==> src/rtl/module_tick_ctrl.sv <==
// Tick/clock-divider run controller: holds the divisor, runs continuous or counted bursts, emits tick, clk_div and done.
// Optional build macro TICK_CTRL_SHADOW_EN adds shadowed reconfiguration while running.
module module_tick_ctrl #(
   parameter int CNT_W       = 15,
   parameter int DEFAULT_DIV = 27000,
   parameter int BURST_W     = 8
) (
   input  logic               clk,
   input  logic               rst,
   input  logic               cfg_valid,
   output logic               cfg_ready,
   input  logic [CNT_W-1:0]   cfg_div,
   input  logic               cfg_mode,
   input  logic [BURST_W-1:0] cfg_burst,
   input  logic               start,
   input  logic               stop,
   output logic               tick,
   output logic               clk_div,
   output logic               busy,
   output logic               done,
   output logic [BURST_W-1:0] tick_cnt
);

   typedef enum logic [1:0] {
      ST_IDLE = 2'd0,
      ST_RUN  = 2'd1,
      ST_DONE = 2'd2
   } state_t;

   localparam logic [CNT_W-1:0]   DIV_RST   = CNT_W'(DEFAULT_DIV);
   localparam logic [BURST_W-1:0] BURST_RST = BURST_W'(1);

   state_t             state;
   logic [CNT_W-1:0]   counter;
   logic [CNT_W-1:0]   div_r;
   logic               mode_r;
   logic [BURST_W-1:0] burst_r;

   logic               wrap;
   logic               cfg_take;
   logic               burst_hit;
   logic [BURST_W-1:0] cnt_next;

   // A zero divisor or burst length would never terminate, so both clamp to 1.
   function automatic logic [CNT_W-1:0] clamp_div(input logic [CNT_W-1:0] d);
      return (d == '0) ? CNT_W'(1) : d;
   endfunction

   function automatic logic [BURST_W-1:0] clamp_burst(input logic [BURST_W-1:0] b);
      return (b == '0) ? BURST_W'(1) : b;
   endfunction

   function automatic logic [BURST_W-1:0] sat_inc(input logic [BURST_W-1:0] v);
      return (v == '1) ? v : v + BURST_W'(1);
   endfunction

`ifdef TICK_CTRL_SHADOW_EN
   logic [CNT_W-1:0]   sh_div;
   logic               sh_mode;
   logic [BURST_W-1:0] sh_burst;
   logic               pending;

   assign cfg_ready = 1'b1;
`else
   assign cfg_ready = (state == ST_IDLE);
`endif

   assign busy      = (state == ST_RUN);
   assign cfg_take  = cfg_valid && cfg_ready;
   assign wrap      = (state == ST_RUN) && (counter == div_r - CNT_W'(1));
   assign cnt_next  = sat_inc(tick_cnt);
   assign burst_hit = mode_r && (cnt_next == burst_r);

   always_ff @(posedge clk or posedge rst) begin
      if (rst) begin
         state    <= ST_IDLE;
         counter  <= '0;
         tick     <= 1'b0;
         clk_div  <= 1'b0;
         done     <= 1'b0;
         tick_cnt <= '0;
         div_r    <= DIV_RST;
         mode_r   <= 1'b0;
         burst_r  <= BURST_RST;
`ifdef TICK_CTRL_SHADOW_EN
         sh_div   <= DIV_RST;
         sh_mode  <= 1'b0;
         sh_burst <= BURST_RST;
         pending  <= 1'b0;
`endif
      end else begin
         tick <= 1'b0;
         done <= 1'b0;
         case (state)
            ST_IDLE: begin
               if (cfg_take) begin
                  div_r   <= clamp_div(cfg_div);
                  mode_r  <= cfg_mode;
                  burst_r <= clamp_burst(cfg_burst);
               end
               // stop wins over a simultaneous start
               if (start && !stop) begin
                  state    <= ST_RUN;
                  counter  <= '0;
                  tick_cnt <= '0;
               end
            end

            ST_RUN: begin
               if (wrap) begin
                  tick     <= 1'b1;
                  counter  <= '0;
                  tick_cnt <= cnt_next;
                  clk_div  <= ~clk_div;
               end else begin
                  counter <= counter + CNT_W'(1);
               end

               // A tick coinciding with stop still pulses, but stop beats the DONE transition.
               if (stop) begin
                  state   <= ST_IDLE;
                  counter <= '0;
                  clk_div <= 1'b0;
               end else if (wrap && burst_hit) begin
                  state   <= ST_DONE;
                  counter <= '0;
                  clk_div <= 1'b0;
               end

`ifdef TICK_CTRL_SHADOW_EN
               // Shadow values land on the wrap edge so the new divisor governs a whole period.
               if (stop) begin
                  pending <= 1'b0;
               end else begin
                  if (wrap && pending) begin
                     div_r   <= sh_div;
                     mode_r  <= sh_mode;
                     burst_r <= sh_burst;
                     pending <= 1'b0;
                  end
                  if (cfg_take) begin
                     sh_div   <= clamp_div(cfg_div);
                     sh_mode  <= cfg_mode;
                     sh_burst <= clamp_burst(cfg_burst);
                     pending  <= 1'b1;
                  end
               end
`endif
            end

            ST_DONE: begin
               done    <= 1'b1;
               clk_div <= 1'b0;
               state   <= ST_IDLE;
`ifdef TICK_CTRL_SHADOW_EN
               if (cfg_take) begin
                  div_r   <= clamp_div(cfg_div);
                  mode_r  <= cfg_mode;
                  burst_r <= clamp_burst(cfg_burst);
               end
`endif
            end

            default: begin
               state   <= ST_IDLE;
               counter <= '0;
               clk_div <= 1'b0;
            end
         endcase
      end
   end

endmodule

==> config.mk <==
export PLATFORM = sky130hd
export DESIGN_NAME = module_tick_ctrl
export DESIGN_NICKNAME = d
export VERILOG_FILES = /design/src/rtl/module_tick_ctrl.sv
export SDC_FILE = /design/constraint.sdc
export NUM_CORES = 1
export LEC_CHECK = 0
export ABC_AREA = 1
export BUFFER_PORTS_ARGS = -buffer_cell sky130_fd_sc_hd__buf_2
export CORE_ASPECT_RATIO = 1.25
export CORE_UTILIZATION = 55
export DETAILED_ROUTE_END_ITERATION = 16
export PLACE_DENSITY_LB_ADDON = 0.2
export SLEW_MARGIN = 20
export SYNTH_ARGS = -nofsm -noshare
export SYNTH_HDL_FRONTEND = slang
export SYNTH_SLANG_ARGS = --single-unit
==> constraint.sdc <==
create_clock -name clk -period 3.75 [get_ports clk]
set_clock_uncertainty 0.15 [all_clocks]
set_input_delay 1.125 -clock clk [delete_from_list [all_inputs] [get_ports clk]]
set_output_delay 1.125 -clock clk [all_outputs]
set_load 0.1 [all_outputs]
==> impl_metrics.xml <==
<?xml version="1.0" encoding="UTF-8"?>
<metrics>
  <group name="setup_path">
    <metric name="cp-end-kind" unit="">output port</metric>
    <metric name="setup.worst_path.class" unit="">register to output port</metric>
    <metric name="timing.critical_path.fanout_max" unit="">5</metric>
    <metric name="timing.critical_path.arrival" unit="ns">1.52</metric>
    <metric name="setup.worst_path.start_class" unit="">register</metric>
    <metric name="regToRegSetupSlack" unit="ns">1.13</metric>
    <metric name="cp-startpoint" unit="">state[1]$_DFFE_PP0P_</metric>
    <metric name="reg2reg_from" unit="">div_r[0]$_DFFE_PP0P_</metric>
    <metric name="worstPathRequired" unit="ns">2.47</metric>
  </group>
  <group name="finish">
    <metric name="share_of_final_layout_standard_cells_stronger_than_drive_strength_1" unit="">0.1448</metric>
    <metric name="num_antenna_cells" unit="">0</metric>
    <metric name="synthToLayoutAreaGrowth" unit="%">10.82</metric>
    <metric name="finalNetCount" unit="">556</metric>
    <metric name="fin_area" unit="mm^2">0.003652</metric>
    <metric name="num-fill-cells" unit="">551</metric>
  </group>
  <group name="min_path">
    <metric name="min-delay-start" unit="">state[0]$_DFFE_PP0P_</metric>
    <metric name="hold_class" unit="">register to register</metric>
  </group>
  <group name="pwr">
    <metric name="leakagePower" unit="nW">1.843</metric>
    <metric name="power-per-cell-area" unit="mW/mm^2">554.4</metric>
    <metric name="ir_drop" unit="uV">463.8</metric>
    <metric name="power.total" unit="mW">2.025</metric>
  </group>
  <group name="cts">
    <metric name="ctsHoldBuffers" unit="">0</metric>
    <metric name="post_cts_resized" unit="">0</metric>
    <metric name="cts.htree.levels" unit="">2</metric>
    <metric name="clk-insertion-delay-late" unit="ns">0.30</metric>
    <metric name="cts.sink_count" unit="">52</metric>
    <metric name="cts_tree" unit="">done</metric>
    <metric name="clk_path_buf_depth" unit="">2</metric>
    <metric name="cts_setup_buffers" unit="">0</metric>
    <metric name="path_clk_slew" unit="ns">0.09</metric>
    <metric name="clockRootBuffer" unit="">sky130_fd_sc_hd__clkbuf_8</metric>
    <metric name="cts_buffers" unit="">5</metric>
  </group>
  <group name="floorplan">
    <metric name="floorplan.initialDensity" unit="">0.5703</metric>
    <metric name="die_area" unit="mm^2">0.006308</metric>
    <metric name="fp.dieH" unit="um">88.55</metric>
    <metric name="core_area" unit="mm^2">0.005779</metric>
    <metric name="dieWidth" unit="um">71.24</metric>
    <metric name="cell_row_count" unit="">31</metric>
    <metric name="num_io_pins" unit="">42</metric>
  </group>
  <group name="routing">
    <metric name="route.detailed.wl_per_inst" unit="um">12.95</metric>
    <metric name="antenna_left" unit="">0</metric>
    <metric name="drt_pass1_iterations" unit="">4</metric>
    <metric name="residual_drc" unit="">0</metric>
    <metric name="drt_first_iter_violations" unit="">128</metric>
    <metric name="dr_total_vias" unit="">3163</metric>
    <metric name="vias_per_cell" unit="">5.352</metric>
    <metric name="final_wirelength" unit="um">7655</metric>
  </group>
  <group name="global_route">
    <metric name="pin_count_of_the_biggest_net_entering_global_routing" unit="">50</metric>
    <metric name="grt_pass1_wl" unit="um">13070</metric>
    <metric name="first_global_vias" unit="">3016</metric>
    <metric name="grt_usage" unit="">0.2660</metric>
    <metric name="antenna_found_initial" unit="">0</metric>
    <metric name="grt_remaining_overflow" unit="">0</metric>
  </group>
  <group name="timing">
    <metric name="setup_viol" unit="">0</metric>
    <metric name="fin_ws" unit="ns">0.9502</metric>
    <metric name="timing_hold_violations_final" unit="">0</metric>
    <metric name="setup_tns" unit="ns">0</metric>
    <metric name="final_period_minus_worst_setup_slack" unit="ns">2.800</metric>
    <metric name="timing.final.crit_share" unit="">0.7466</metric>
    <metric name="timing.fmax" unit="GHz">0.3572</metric>
    <metric name="slew_headroom" unit="">0.4387</metric>
    <metric name="hold_slack" unit="ns">0.3222</metric>
    <metric name="timing.final.max_slew_violations" unit="">0</metric>
    <metric name="timing_worst_slew_pin_value" unit="ns">0.8410</metric>
    <metric name="rsz0062_at_grt" unit="">false</metric>
  </group>
  <group name="placement">
    <metric name="placement.io_buffers" unit="">41</metric>
    <metric name="placement.setup.worst_slack" unit="ns">0.7380</metric>
    <metric name="post_dp_cell_area" unit="mm^2">0.003570</metric>
    <metric name="routability_cong" unit="">0.8788</metric>
    <metric name="hpwlAfterDp" unit="um">5908</metric>
  </group>
  <group name="synth">
    <metric name="synthesis.yosys.warnings" unit="">0</metric>
    <metric name="synth_area" unit="mm^2">0.003296</metric>
    <metric name="seq_area_frac_synth" unit="">0.3983</metric>
    <metric name="synth_area_per_cell" unit="um^2">6.866</metric>
    <metric name="ys_async_sr_fraction" unit="">1.000</metric>
    <metric name="synth_area_leader_cell" unit="">sky130_fd_sc_hd__dfrtp_1</metric>
    <metric name="yosysMostFrequentCell" unit="">sky130_fd_sc_hd__nand2_1</metric>
    <metric name="postSynthRegisterBits" unit="">52</metric>
    <metric name="netlist.area_leader.share" unit="">0.3265</metric>
    <metric name="synth_top_cells_by_count" unit="">sky130_fd_sc_hd__nand2_1 (144), sky130_fd_sc_hd__inv_1 (66), sky130_fd_sc_hd__nor2_1 (54), sky130_fd_sc_hd__dfrtp_1 (43), sky130_fd_sc_hd__nand3_1 (40)</metric>
    <metric name="postSynthCellCount" unit="">480</metric>
    <metric name="synth_edf_count" unit="">0</metric>
    <metric name="synth_top_cells_by_area" unit="">sky130_fd_sc_hd__dfrtp_1 (33%), sky130_fd_sc_hd__nand2_1 (16%), sky130_fd_sc_hd__inv_1 (7.5%)</metric>
    <metric name="synthesis.nets" unit="">512</metric>
    <metric name="synthDistinctLibCells" unit="">35</metric>
    <metric name="postSynth.topFlopCell" unit="">sky130_fd_sc_hd__dfrtp_1</metric>
  </group>
  <group name="status">
    <metric name="outcome" unit="">finished, final reports clean</metric>
  </group>
  <group name="flow_run">
    <metric name="maxCapViolations" unit="">0</metric>
  </group>
</metrics>
==> per-stage QoR <==
| stage | instances | utilization |
|---|---|---|
| finish | 591 | 0.6320 |
| CTS | 591 | 0.6317 |
| detailed placement | 583 | 0.6177 |
| global placement | 583 | 0.6177 |
| floorplan | 480 | - |
| global route | 591 | 0.6320 |
==> layer usage <==
| metal | wire length (um) | share of wire | up-vias | track usage |
|---|---|---|---|---|
| met2 | 3981 | 0.52 | 54 | 0.4857 |
| met1 | 3272 | 0.43 | 1481 | 0.3059 |
| li1 | - | - | 1615 | - |
| met4 | 214 | 0.028 | 0 | 0.1291 |
| met5 | 0 | 0 | - | 0 |
| met3 | 187 | 0.024 | 13 | 0.03872 |
==> cells in the final DEF (no fill, tap or decap), types with 3 or more instances in the layout <==
cell type	n
sky130_fd_sc_hd__dfrtp_1	43
sky130_fd_sc_hd__nor2_2	7
sky130_fd_sc_hd__a21oi_1	8
sky130_fd_sc_hd__xor2_1	13
sky130_fd_sc_hd__nor2_1	54
sky130_fd_sc_hd__nand3_1	40
sky130_fd_sc_hd__nand2_1	144
sky130_fd_sc_hd__dfstp_2	9
sky130_fd_sc_hd__o21ai_0	29
sky130_fd_sc_hd__nor3_1	9
sky130_fd_sc_hd__clkbuf_8	5
sky130_fd_sc_hd__xnor2_1	5
sky130_fd_sc_hd__inv_1	65
sky130_fd_sc_hd__ha_1	3
sky130_fd_sc_hd__nand4_1	9
sky130_fd_sc_hd__buf_2	41
sky130_fd_sc_hd__buf_4	4
sky130_fd_sc_hd__o21ai_1	10
sky130_fd_sc_hd__nor4_1	6
==> area by class of cell <==
type | count | area, um^2 | share of cell area
tap | 66 | 82.58 | 0.02261
inverter | 67 | 252.7 | 0.06920
timing repair buffer | 45 | 235.2 | 0.06441
clock buffer | 7 | 76.32 | 0.02090
clock inverter | 1 | 5.005 | 0.001370
multi-input combinational | 353 | 1688 | 0.4621
sequential | 52 | 1313 | 0.3594
==> where the power goes <==
group,internal [mW],switching (mW)
registers,0.696,0.124
clock network,0.132,0.179
logic,0.262,0.632
total,1.09,0.934
==> sequential cells by signal, indices dropped and copies added (netlist names) <==
name / count
done: 1
state: 2
tick_cnt: 8
counter: 15
mode_r: 1
tick: 1
clk_div: 1
burst_r: 8
div_r: 15
==> kinds of logic (layout without fill, tap and decap cells) <==
| logic type | Yosys count | after routing | synth area share |
|---|---|---|---|
| XOR/XNOR | 18 | 18 | 0.04784 |
| AO/OA/AOI/OAI | 53 | 53 | 0.08581 |
| buffers and inverters | 75 | 120 | 0.08960 |
| flip-flops | 52 | 52 | 0.3983 |
| AND/OR/NAND/NOR | 279 | 279 | 0.3671 |
| adder cells (fa/ha/maj) | 3 | 3 | 0.01139 |
==> critical path, cell delays in order, from the launching register on <==
cell	delay, ns
sky130_fd_sc_hd__dfrtp_1	0.42
sky130_fd_sc_hd__nor2_1	0.30
sky130_fd_sc_hd__buf_2	0.50
==> final timing paths <==
| check | to | cells past startpoint |
|---|---|---|
| min reg2reg | done$_DFF_PP0_ | 1 |
| min | done$_DFF_PP0_ | 1 |
| max reg2reg | counter[5]$_DFFE_PP0P_ | 11 |
| max | cfg_ready | 2 |
| min in group asynchronous | clk_div$_DFFE_PP0P_ | 2 |
| max in group asynchronous | div_r[4]$_DFFE_PP1P_ | 3 |
(Power assumes the default switching activity.)
